<file path="src/rtl/tri_wave_monitor.sv">
// tri_wave_monitor: checks an incoming triangle-counter sample stream
// (0 -> max -> 0 in unit steps), counts peaks, measures the trough-to-trough
// period, flags step errors (sticky) and drives a PWM view of the last sample.
// Optional PWM logic is built only when TRI_WAVE_MONITOR_PWM_EN is defined;
// otherwise pwm_out is tied low.
module tri_wave_monitor #(
  parameter int WIDTH    = 4,
  parameter int PERIOD_W = 8
) (
  input  logic                clk,
  input  logic                rst,
  input  logic                sample_valid,
  input  logic [WIDTH-1:0]    sample,
  input  logic [WIDTH-1:0]    max,
  output logic                dir_up,
  output logic [7:0]          peak_count,
  output logic [PERIOD_W-1:0] period,
  output logic                period_valid,
  output logic                step_err,
  output logic                pwm_out
);

  typedef enum logic [1:0] {INIT, RISE, FALL} state_t;

  state_t                state, state_nxt;
  logic [WIDTH-1:0]      prev;
  logic [PERIOD_W-1:0]   per_cnt, per_cnt_nxt;
  logic                  first_pend, first_pend_nxt;
  logic [7:0]            peak_nxt;
  logic [PERIOD_W-1:0]   period_nxt;
  logic                  pv_nxt;
  logic                  err_nxt;

  logic [WIDTH:0]        prev_inc;
  logic [PERIOD_W-1:0]   per_inc;
  logic                  rise_ok;
  logic                  fall_ok;

  assign prev_inc = {1'b0, prev} + (WIDTH+1)'(1);
  assign per_inc  = (&per_cnt) ? per_cnt : per_cnt + PERIOD_W'(1);
  assign rise_ok  = (state == RISE) && ({1'b0, sample} == prev_inc) && (sample <= max);
  assign fall_ok  = (state == FALL) && (prev != '0) && (sample == prev - WIDTH'(1))
                    && (sample <= max);
  assign dir_up   = (state == RISE);

  // State and measurement registers; everything holds unless a sample is accepted.
  always_ff @(posedge clk) begin
    if (rst) begin
      state        <= INIT;
      prev         <= '0;
      per_cnt      <= '0;
      first_pend   <= 1'b1;
      peak_count   <= '0;
      period       <= '0;
      period_valid <= 1'b0;
      step_err     <= 1'b0;
    end else begin
      state        <= state_nxt;
      per_cnt      <= per_cnt_nxt;
      first_pend   <= first_pend_nxt;
      peak_count   <= peak_nxt;
      period       <= period_nxt;
      period_valid <= pv_nxt;
      step_err     <= err_nxt;
      if (sample_valid) prev <= sample;
    end
  end

  // Next-state, event and counter decode for one accepted sample.
  always_comb begin
    state_nxt      = state;
    per_cnt_nxt    = per_cnt;
    first_pend_nxt = first_pend;
    peak_nxt       = peak_count;
    period_nxt     = period;
    pv_nxt         = 1'b0;
    err_nxt        = step_err;
    if (sample_valid) begin
      if (state == INIT) begin
        per_cnt_nxt    = '0;
        first_pend_nxt = 1'b1;
        state_nxt      = ((sample == max) && (max != '0)) ? FALL : RISE;
      end else if (max == '0) begin
        // Degenerate waveform: only zeros are legal and the block parks in RISE.
        state_nxt = RISE;
        if (sample != '0) begin
          err_nxt        = 1'b1;
          per_cnt_nxt    = '0;
          first_pend_nxt = 1'b1;
        end else begin
          per_cnt_nxt = per_inc;
        end
      end else if (rise_ok && (sample == max)) begin
        peak_nxt    = peak_count + 8'd1;
        per_cnt_nxt = per_inc;
        state_nxt   = FALL;
      end else if (fall_ok && (sample == '0)) begin
        if (!first_pend) begin
          period_nxt = per_inc;
          pv_nxt     = 1'b1;
        end
        first_pend_nxt = 1'b0;
        per_cnt_nxt    = '0;
        state_nxt      = RISE;
      end else if (rise_ok || fall_ok) begin
        per_cnt_nxt = per_inc;
      end else begin
        err_nxt        = 1'b1;
        per_cnt_nxt    = '0;
        first_pend_nxt = 1'b1;
        if (sample == max)        state_nxt = FALL;
        else if (sample == '0)    state_nxt = RISE;
        else if (sample > prev)   state_nxt = RISE;
        else                      state_nxt = FALL;
      end
    end
  end

`ifdef TRI_WAVE_MONITOR_PWM_EN
  logic [WIDTH-1:0] pwm_cnt;
  logic [WIDTH-1:0] last_sample;

  // Free-running PWM counter compared against the most recent accepted sample.
  always_ff @(posedge clk) begin
    if (rst) begin
      pwm_cnt     <= '0;
      last_sample <= '0;
      pwm_out     <= 1'b0;
    end else begin
      pwm_cnt <= pwm_cnt + WIDTH'(1);
      if (sample_valid) last_sample <= sample;
      pwm_out <= (pwm_cnt < last_sample);
    end
  end
`else
  assign pwm_out = 1'b0;
`endif

endmodule

</file>
<file path="config.mk">
export PLATFORM = sky130hd
export DESIGN_NAME = tri_wave_monitor
export DESIGN_NICKNAME = d
export VERILOG_FILES = /design/src/rtl/tri_wave_monitor.sv
export SDC_FILE = /design/constraint.sdc
export NUM_CORES = 1
export LEC_CHECK = 0
export CORE_UTILIZATION = 50
export DETAILED_ROUTE_END_ITERATION = 12
export PLACE_DENSITY = 0.75
export SYNTH_ARGS = -nofsm -noshare
export SYNTH_HDL_FRONTEND = slang
export SYNTH_SLANG_ARGS = --single-unit
</file>
<file path="constraint.sdc">
create_clock -name clk -period 3.5 [get_ports clk]
set_input_delay 0.875 -clock clk [delete_from_list [all_inputs] [get_ports clk]]
set_output_delay 0.875 -clock clk [all_outputs]
set_load 0.1 [all_outputs]
</file>
# Word-level counts from Yosys, hierarchy flattened
# Cells that the tools add are included.
# op_classes
multipliers,0
n_bitwise,6
n_reduce_logical,22
n_shift,0
n_eq_ne,13
add_sub_neg,4
div_mod_pow,0
n_mux,26
magnitude_cmp,2
# ops
cell,n
2-to-1 mux 8 bit,7
2-to-1 mux 2 bit,9
adder 8 x 1 -> 8 bit (second input constant),2
AND reduction 6 bit,2
nonzero test 4 bit,3
2-to-1 mux 1 bit,10
equality test 4 bit,2
logical AND 1 bit,8
zero test 4 bit,2
AND reduction 4 bit,2
AND reduction 8 bit,1
!= test 2 bit (second input constant),3
NOT 1 bit,6
OR reduction 6 bit,1
adder 4 x 1 -> 5 bit (second input constant),1
equality test 4 x 5 -> 1 bit,1
!= test 5 bit (second input constant),1
> comparator 4 bit,1
<= comparator 4 bit,1
!= test 4 bit (second input constant),1
subtractor 4 x 1 -> 4 bit (second input constant),1
!= test 3 x 2 -> 1 bit (second input constant),1
!= test 3 bit (second input constant),1
equality test 2 x 1 -> 1 bit (second input constant),1
other kinds (5),5
# word_totals
input_bits,11
mem_bits_rw,0
n_memories,0
reg_bits,33
latchBits,0
output_inout_bits,20
mem_bits_ro,0
elab_cells,81

# Depth between registers and ports, before layout
# Gate-level depths: netlist (run 1).
# depth
depth_word,10
mapped_depth,11
depth_no_buf,9

# Worst setup path before layout (run 1)
# OpenSTA, ideal clock, no wires.
# synth_path
path_type,reg-to-reg
startpoint,register state[0]
endpoint,register peak_count[4]
path_stages_with_launch,10
synth_period_minus_slack_ps,3241
path_buffers,2
setup_ps,67
required_time_ps,3433
t_arrival_ps,3174
path_slack_ps,259
cell_sequence,dfxtp_1 -> nor2b_1 -> nor4b_1 -> and3_1 -> buf_2 -> and4_1 -> clkbuf_1 -> nand4_1 -> xor2_1 -> nor2_1
# synth_via
elab_chain_len,5
word_cells_on_any_way,7
classes_between,eq/ne (1); bitwise (1); reduce/logical (5)
# synth_rtl
element,line_no,source
from (decl),25,"state_t state, state_nxt;"
from (signal assigned),58,state <= state_nxt;
equality test 2 x 1 -> 1 bit,--,
net dir_up,15,"output logic dir_up,"
logical AND 1 bit (2 in series),41,"assign rise_ok = (state == RISE) && ({1'b0, sample} == prev_inc) && (sample <= max);"
logical AND 1 bit,93,end else if (rise_ok && (sample == max)) begin
AND reduction 4 bit (no source line),--,
to (signal assigned),61,peak_count <= peak_nxt;
to (decl),16,"output logic [7:0] peak_count,"
# The timed path passes the listed nets, and every way through them passes these cells.
# A chain may end at the register's enable or synchronous reset.

# Final worst setup path (run 1)
# layout_path
startpoint,input max[2]
endpoint,register period[1]
# layout_via
elab_chain_len,5
word_cells_on_any_way,10
classes_between,order compare (1); eq/ne (1); bitwise (2); reduce/logical (6)
# layout_rtl
element,line_no,source
from (decl),14,"input logic [WIDTH-1:0] max,"
<= comparator 4 bit,"41, 43",
logical AND 1 bit,41,
logical AND 1 bit,93,
NOT 1 bit (no source line),--,
AND reduction 6 bit (no source line) (*),--,
to (signal assigned),62,period <= period_nxt;
to (decl),17,"output logic [PERIOD_W-1:0] period,"
# Mark *: on every way between the ends. The rest lies on a longest branch, timed or not.

==> results.json, run 1 <==
{
  "rows": 23,
  "cp.depth": 11,
  "clock_path_buffers": 2,
  "wl_um": 4707,
  "ys_async_sr_fraction_pct": 0,
  "fin_ws_ns": 0.2878,
  "cts_buffers": 5,
  "cts_resized": 0,
  "route.detailed.drc": 0,
  "worstPathMaxFanout": 11,
  "layout_min_cycle_time_ns": 3.212,
  "fillers": 377,
  "reg2regPathDepth": 10,
  "rsz0062_at_grt": "false",
  "muxShareOfSynthArea_pct": 4.304,
  "fin_area_um2": 2535,
  "cp_top_family": "compound AO/OA/AOI/OAI gates",
  "diodes": 0,
  "die_area_um2": 4450,
  "vdd_ir_drop_max_uv": 303.0,
  "cts_setup_buffers": 0,
  "critPathBufInv": 3,
  "synth-seq-cells": 33,
  "power_per_cell_area_nw_per_um2": 358.7,
  "hold_violations": 0,
  "worstSetupEndpointType": "flop",
  "slew_viol_final": 0,
  "maxSlewHeadroom_pct": 55.63,
  "drt-pass1-iter-count": 5,
  "power_switching_uw": 240.4,
  "worstSetupPathType": "in -> reg",
  "synth_nets": 273,
  "drive_above_1_share_pct": 18.95,
  "min_path_cells": 2,
  "gp_congestion": 0.8773,
  "met2_length_um": 2315,
  "wire_per_inst_um": 14.05,
  "yosysWarningCount": 0,
  "grt_pass1_wl_um": 7714,
  "synth_flop_cell": "dfxtp_1",
  "initial_core_util_pct": 52.33,
  "port_buffers": 29,
  "grt_overflow": 0,
  "cts_tree": "yes",
  "grt_max_degree": 24,
  "slowest_delay_ns": 0.46,
  "intPower_uw": 668.8,
  "hold_class": "reg -> reg",
  "die_w_um": 66.71,
  "synth_xor_area_share_pct": 7.053,
  "die_h_um": 66.71,
  "grt_pass1_vias": 1681,
  "cap_violations": 0,
  "post-route-period-util_pct": 91.78,
  "final_cells": 335,
  "share_comb_of_total_power_pct": 15.6,
  "synthCells": 250,
  "top_layer": "met4",
  "synth_compound_area_share_pct": 18.05,
  "synth-seq-area-share_pct": 31.56,
  "syn_area_um2": 2093,
  "cts.htree.levels": 2,
  "final_nets": 307,
  "p_clk_share_pct": 41.5,
  "setup_viol": 0,
  "ctsHoldBuffers": 0,
  "synth_fa_ha_area_share_pct": 7.173,
  "p_leak_uw": 0.0009887,
  "grt_antenna_before_repair": 0,
  "ant_nets": 0,
  "crit_slowest_cell": "clkdlybuf4s50_1",
  "cp-start-kind": "input pin",
  "dr.first_iter.drc_count": 82,
  "tightestPinTransition_ns": 0.6594,
  "met1_length_um": 2167,
  "dp_slack_ns": -0.02964,
  "grtUsageTotal_pct": 23.20,
  "cp.required_ns": 3.70,
  "clkSinkCount": 33,
  "worstPathCellList": "clkdlybuf4s50_1 > inv_1 > ha_1 > a21oi_1 > and2b_2 > o31ai_1 > nand3_2 > a2111oi_4 > buf_12 > nor2_1 > a311oi_1",
  "clock_skew_ns": 0.01072,
  "switching_share_pct": 26.44,
  "synth_area_per_cell_um2": 8.373,
  "ios": 31,
  "synth_cell_types": 55,
  "dpl-instance-area_um2": 2419,
  "cts.clk_slew.worst_paths_ns": 0.07,
  "synth_edf_count": 0,
  "place_hpwl_um": 3542,
  "synth_top_family_by_area": "simple AND/OR/NAND/NOR gates",
  "status": "completed",
  "area_growth_pct": 21.10,
  "coreArea_um2": 4000,
  "met3WireLength_um": 181,
  "clkLatencyLatePin_ns": 0.29,
  "p_seq_share_pct": 42.9,
  "clock-root-buffer": "clkbuf_8",
  "vias": 1872,
  "crit_arrival_ns": 3.42,
  "dpl.cell_count": 327,
  "vias_per_cell": 5.588,
  "synthSimpleGateAreaFrac_pct": 25.94,
  "max_clock_freq_ghz": 0.3113
}
[area by class of cell]
class / instances / area [um^2] / area share (%)
clock buffers: 7 / 86.33 / 3.406
multi-input cells: 192 / 1313 / 51.78
flip-flops and latches: 33 / 660.6 / 26.06
inverters: 12 / 45.04 / 1.777
clock inverters: 1 / 30.03 / 1.185
well taps: 50 / 62.56 / 2.468
repair buffers: 40 / 337.8 / 13.33
[layer usage]
| layer | up-vias | track usage [%] |
|---|---|---|
| met5 | - | 0 |
| met4 | 0 | 7.447 |
| met3 | 6 | 5.651 |
| met2 | 43 | 40.40 |
| met1 | 860 | 27.56 |
| li1 | 963 | - |
[final timing paths]
| path | from | to | slack (ns) |
|---|---|---|---|
| max | max[2] | period[1]$_SDFFE_PP0P_ | 0.29 |
| max reg2reg | prev[0]$_SDFFE_PP0P_ | period[1]$_SDFFE_PP0P_ | 0.85 |
| min | period[2]$_SDFFE_PP0P_ | period[2]$_SDFFE_PP0P_ | 0.47 |
| min reg2reg | period[2]$_SDFFE_PP0P_ | period[2]$_SDFFE_PP0P_ | 0.47 |
[worst reg2reg max path, delay by kind of cell (launching register included)]
kind | cells | cell delay, ns
flip-flops | 1 | 0.43
AND/OR/NAND/NOR | 3 | 0.38
buffers and inverters | 2 | 0.26
XOR/XNOR | 1 | 0.19
AO/OA/AOI/OAI | 3 | 1.01
adder cells (fa/ha/maj) | 1 | 0.31
[power by group through the flow]
| stage | Sequential (uW) | Clock, uW | Combinational, uW |
|---|---|---|---|
| 2_1_floorplan | 404 | 0 | 95.0 |
| 6_report | 390 | 377 | 142 |
| 5_1_grt | 391 | 397 | 156 |
| 3_5_place_dp | 399 | 0 | 141 |
| 4_1_cts | 390 | 382 | 142 |
| 3_3_place_gp | 398 | 0 | 139 |
[kinds of logic after synthesis]
logic type | Yosys count
AOI/OAI and AO/OA | 49
xor gates and xnor gates | 16
adders and majority gates | 12
buffers and inverters | 25
DFF | 33
muxes | 9
other | 1
and+or+nand+nor | 105
[metrics by stage]
| step | power [uW] | hold WS, ns | setup TNS (ns) | util [%] |
|---|---|---|---|---|
| 2_1_floorplan | 498.8 | 0.4771 | 0 | - |
| 3_3_place_gp | 537.3 | 0.4577 | 0 | 60.46 |
| 3_5_place_dp | 540.0 | 0.4639 | -0.09124 | 60.46 |
| 4_1_cts | 914.0 | 0.4757 | 0 | 63.37 |
| 5_1_grt | 943.9 | 0.4816 | 0 | 63.37 |
| 6_report | 909.2 | 0.4676 | 0 | 63.37 |
[synth_stat cells, drive strengths merged, types with 4 or more instances]
cell type	instances	area, um^2
dfxtp	33	660.6
nor2	33	128.9
nand2	22	82.58
ha	12	150.1
inv	12	45.04
a21oi	11	58.81
mux2i	9	90.09
nand4	9	56.30
o21ai	9	45.04
xnor2	9	86.34
clkbuf	8	31.28
nand3	7	40.04
xor2	7	61.31
o31ai	6	45.04
a31oi	5	31.28
and3	4	26.28
buf	4	31.27
nand3b	4	30.03
nor3	4	20.02
[sequential cells by signal, indices dropped and copies added, names as in the netlist]
| name | cells |
|---|---|
| per_cnt | 8 |
| period | 8 |
| first_pend | 1 |
| step_err | 1 |
| peak_count | 8 |
| state | 2 |
| period_valid | 1 |
| prev | 4 |
[placed cells by master (no fill, tap or decap), types with 9 or more instances in the layout]
cell type         n
ha_1             12
a21oi_1          10
nand4_1           9
nand2_1          22
dfxtp_1          33
buf_4            29
nor2_1           31
clkdlybuf4s50_1  10
mux2i_1           9
inv_1            12
(Power assumes the default switching activity.)
==> run 2, diff against run 1 <==
- CORE_UTILIZATION: 50 -> 49
- CTS_CLUSTER_SIZE: default -> 8
- PLACE_DENSITY: 0.75 -> default
- PLACE_DENSITY_LB_ADDON: default -> 0.3
- clock period: 3.5 -> 2.75 ns (I/O delays scaled with it)
==> results.json, run 2 (synthesized netlist as in run 1, its figures left out) <==
{
  "status": "completed",
  "place_hpwl_um": 3689,
  "cp.required_ns": 2.91,
  "fin_area_um2": 2761,
  "rows": 23,
  "drt-pass1-iter-count": 4,
  "grt_antenna_before_repair": 0,
  "port_buffers": 29,
  "gp_congestion": 0.9150,
  "cts.htree.levels": 2,
  "worstPathMaxFanout": 8,
  "post-route-period-util_pct": 96.09,
  "die_h_um": 67.36,
  "maxSlewHeadroom_pct": 66.25,
  "area_growth_pct": 31.92,
  "hold_violations": 0,
  "cts.clk_slew.worst_paths_ns": 0.07,
  "wl_um": 5131,
  "final_nets": 327,
  "hold_class": "reg -> reg",
  "dr.first_iter.drc_count": 87,
  "grt_pass1_vias": 1833,
  "ant_nets": 0,
  "reg.largest.list": "peak_count (8), per_cnt (8), period (8)",
  "grt_pass1_wl_um": 8328,
  "cts_tree": "yes",
  "layout_min_cycle_time_ns": 2.642,
  "diodes": 0,
  "worstSetupPathType": "in -> reg",
  "wire_per_inst_um": 14.45,
  "final_common_cell": "buf_4",
  "max_clock_freq_ghz": 0.3784,
  "clock_skew_ns": 0.008707,
  "final_cell_mix": "buf_4 (48), dfxtp_1 (31), nor2_1 (30), nand2_1 (22)",
  "die_area_um2": 4537,
  "grt_overflow": 0,
  "fin_hold_ws_ns": 0.4713,
  "crit_arrival_ns": 2.80,
  "route.detailed.drc": 0,
  "p_leak_uw": 0.001110,
  "cts_buffers": 5,
  "tightestPinTransition_ns": 0.5062,
  "coreArea_um2": 4058,
  "grt_max_degree": 34,
  "vias_per_cell": 5.589,
  "clkSinkCount": 33,
  "initial_core_util_pct": 51.59,
  "worstSetupEndpointType": "flop",
  "grtUsageTotal_pct": 24.73,
  "dpl-instance-area_um2": 2549,
  "cap_violations": 0,
  "cp-start-kind": "input pin",
  "drive_above_1_share_pct": 29.84,
  "setup_viol": 0,
  "clock-root-buffer": "clkbuf_8",
  "slew_viol_final": 0,
  "power_uw": 1070,
  "ios": 31,
  "die_w_um": 67.36,
  "clock_path_buffers": 2,
  "tns_ns": 0,
  "vias": 1984,
  "ctsHoldBuffers": 0,
  "power_per_cell_area_nw_per_um2": 387.4,
  "clkLatencyLatePin_ns": 0.29,
  "vdd_ir_drop_max_uv": 357.9
}
## run 2: cell count changes in the layout (fill, tap and decap cells not counted), moves of 2 or more
cell and change:
ha_4 +3, inv_2 +3, dlymetal6s2s_1 +2, inv_1 -3
dfxtp_1 -2, clkinv_2 +2, ha_1 -3, clkdlybuf4s50_1 -7
dlygate4sd2_1 +3, buf_4 +19
## run 2: area by class of cell
cell class	count	area, um^2
timing repair buffer	60	500.5
inverter	12	45.04
tap	50	62.56
clock inverter	2	10.01
multi-input combinational	192	1405
clock buffer	6	72.57
sequential	33	665.6
fill	329	1296
## run 2: through the flow
stage	std cells	utilization (%)	setup WS, ns
6_report	355	68.05	0.1075
2_1_floorplan	250	-	0.04109
3_5_place_dp	344	62.81	-0.4758
4_1_cts	356	68.09	-0.03218
5_1_grt	355	68.05	-0.005227
3_3_place_gp	344	62.81	-0.4117
## run 2: path summary, 6_finish.rpt
path / start / endpoint / slack [ns] / cells after the start
setup / recovery: sample[2] / period[1]$_SDFFE_PP0P_ / 0.11 / 10
hold / removal: period[2]$_SDFFE_PP0P_ / period[2]$_SDFFE_PP0P_ / 0.47 / 2
setup reg to reg: prev[0]$_SDFFE_PP0P_ / period[1]$_SDFFE_PP0P_ / 0.15 / 10
hold reg to reg: period[2]$_SDFFE_PP0P_ / period[2]$_SDFFE_PP0P_ / 0.47 / 2
## run 2: repair_timing
action / CTS / global route
pin swaps: 11 / 7
setup endpoints to repair: 21 / 27
gates cloned: 1 / 0
resized for setup: 18 / 12
setup buffers: 3 / 0
## run 2: critical path, stage by stage
cell and delay, ns:
clkdlybuf4s15_1 0.23, buf_4 0.20, o21bai_1 0.14, a31oi_1 0.08, a2111oi_4 0.44, nand3_4 0.15
a2111oi_4 0.35, bufbuf_16 0.33, buf_4 0.11, a311oi_1 0.08
## run 2: power by group
part | internal (uW) | leakage, uW | switching [uW]
clock network | 175 | 0.0000450 | 179
logic | 94.0 | 0.000797 | 124
registers | 485 | 0.000268 | 13.3
## run 2: per-layer routing
layer,track usage [%],part of all wire (%)
met3,6.588,4.7
met1,28.91,42
met2,44.13,52
met4,6.383,1.2
met5,0,0
==> run 3, diff against run 2 <==
- CELL_PAD_IN_SITES_DETAIL_PLACEMENT: default -> 1
- CELL_PAD_IN_SITES_GLOBAL_PLACEMENT: default -> 1
- CORE_UTILIZATION: 49 -> 36
==> results.json, run 3 (synthesized netlist as in run 1, its figures left out) <==
{
  "grt_pass1_wl_um": 10150,
  "p_leak_uw": 0.001148,
  "port_buffers": 29,
  "final_cells": 384,
  "ant_nets": 0,
  "clkLatencyLatePin_ns": 0.29,
  "die_area_um2": 6124,
  "cap_violations": 0,
  "hold_class": "reg -> reg",
  "fin_hold_ws_ns": 0.4721,
  "status": "completed",
  "grt_overflow": 0,
  "gp_congestion": 0.8269,
  "power_uw": 1141,
  "setup_viol": 0,
  "hold_violations": 0,
  "crit_arrival_ns": 2.90,
  "cts_buffers": 5,
  "grt_max_degree": 34,
  "route.detailed.drc": 0,
  "cts.clk_slew.worst_paths_ns": 0.07,
  "crit_start": "max[2]",
  "fin_ws_ns": 0.06003,
  "cts_tree": "yes",
  "max_clock_freq_ghz": 0.3718,
  "dr.first_iter.drc_count": 53,
  "worstSetupEndpointType": "flop",
  "ios": 31,
  "clkSinkCount": 33,
  "cts.htree.levels": 2,
  "clock_skew_ns": 0.006269,
  "clock-root-buffer": "clkbuf_8",
  "post-route-period-util_pct": 97.82,
  "worstPathMaxFanout": 5,
  "wire_per_inst_um": 16.19,
  "vias_per_cell": 5.310,
  "place_hpwl_um": 4312,
  "die_h_um": 78.26,
  "cp-start-kind": "input pin",
  "coreArea_um2": 5540,
  "final_common_cell": "buf_4",
  "drt-pass1-iter-count": 4,
  "reg.largest.list": "peak_count (8), per_cnt (8), period (8)",
  "layout_min_cycle_time_ns": 2.690,
  "diodes": 0,
  "rows": 27,
  "grt_pass1_vias": 2153,
  "cp.required_ns": 2.96,
  "critical_path.endpoint": "period[5]$_SDFFE_PP0P_",
  "reg2reg_from": "prev[0]$_SDFFE_PP0P_",
  "grt_use_met2_pct": 38.86,
  "clock_path_buffers": 2,
  "grt_antenna_before_repair": 0,
  "use_met1_pct": 24.64,
  "final_nets": 334,
  "top_usage_layer": "met2",
  "dpl.cell_count": 367,
  "vias": 2039,
  "reg2regPathDepth": 11,
  "met3_usage_pct": 4.535,
  "grtUsageTotal_pct": 21.46,
  "min_path_cells": 2,
  "area_growth_pct": 36.76,
  "slew_viol_final": 0,
  "dp_slack_ns": -0.4999,
  "vdd_ir_drop_max_uv": 297.4,
  "drive_above_1_share_pct": 33.33,
  "r2r-end": "period[5]$_SDFFE_PP0P_",
  "wl_um": 6218,
  "power_per_cell_area_nw_per_um2": 398.7,
  "fin_area_um2": 2863,
  "dpl-instance-area_um2": 2584,
  "initial_core_util_pct": 37.78,
  "worstSetupPathType": "in -> reg",
  "r2r_setup_slack_ns": 0.13,
  "final_cell_mix": "buf_4 (54), dfxtp_1 (31), nor2_1 (29), nand2_1 (22)",
  "die_w_um": 78.26
}
[run 3: cell types whose count changed in the layout (fill, tap and decap cells not counted), sizes merged]
| cell | before | now |
|---|---|---|
| bufbuf | 1 | 0 |
| buf | 49 | 56 |
| dlymetal6s2s | 2 | 1 |
| clkinv | 2 | 1 |
| clkbuf | 7 | 10 |
[run 3: how the worst min path moves through the flow]
stage / from / to
2_1_floorplan: per_cnt[5]$_SDFFE_PP0P_ / per_cnt[5]$_SDFFE_PP0P_
3_3_place_gp: period[2]$_SDFFE_PP0P_ / period[2]$_SDFFE_PP0P_
3_5_place_dp: period[2]$_SDFFE_PP0P_ / period[2]$_SDFFE_PP0P_
4_1_cts: period[2]$_SDFFE_PP0P_ / period[2]$_SDFFE_PP0P_
5_1_grt: period[2]$_SDFFE_PP0P_ / period[2]$_SDFFE_PP0P_
6_report: period[2]$_SDFFE_PP0P_ / period[2]$_SDFFE_PP0P_
[run 3: metrics by stage]
| step | setup TNS [ns] | util [%] |
|---|---|---|
| floorplan | 0 | - |
| global placement | -8.341 | 46.64 |
| detailed placement | -10.14 | 46.64 |
| CTS | 0 | 51.04 |
| global route | -0.02638 | 51.67 |
| finish | 0 | 51.67 |
[run 3: per-layer routing]
layer | vias to the layer above | wire [um]
li1 | 1016 | -
met1 | 977 | 2606
met2 | 30 | 3303
met3 | 16 | 168
met4 | 0 | 139
met5 | - | 0
[run 3: cell type report]
type	count	area, um^2
inverter	12	45.04
timing repair buffer	67	541.8
multi-input combinational	192	1419
clock buffer	7	96.34
fill	694	2678
tap	72	90.09
clock inverter	1	5.005
sequential	33	665.6
[run 3: report_power, final]
| group | internal (uW) | total [uW] | switching [uW] |
|---|---|---|---|
| logic | 99.5 | 233 | 133 |
| registers | 485 | 499 | 13.5 |
| clock network | 226 | 410 | 184 |
[run 3: repair_timing]
item,CTS,global route
endpoints found under the hold margin,0,0
hold buffers,0,0
setup buffers,6,3
cloned,1,0
resized for setup,21,18
endpoints found under the setup margin,19,18
pin swaps,6,7
[run 3: critical path, cell delays in order]
cell and delay (ns):
clkdlybuf4s15_1 0.19, inv_2 0.05, ha_4 0.22, a21oi_2 0.13, and2b_2 0.25, o31ai_4 0.27
buf_6 0.14, nand3_4 0.08, a2111oi_4 0.36, buf_4 0.19, clkbuf_16 0.13, nor2_2 0.03
a211oi_2 0.17
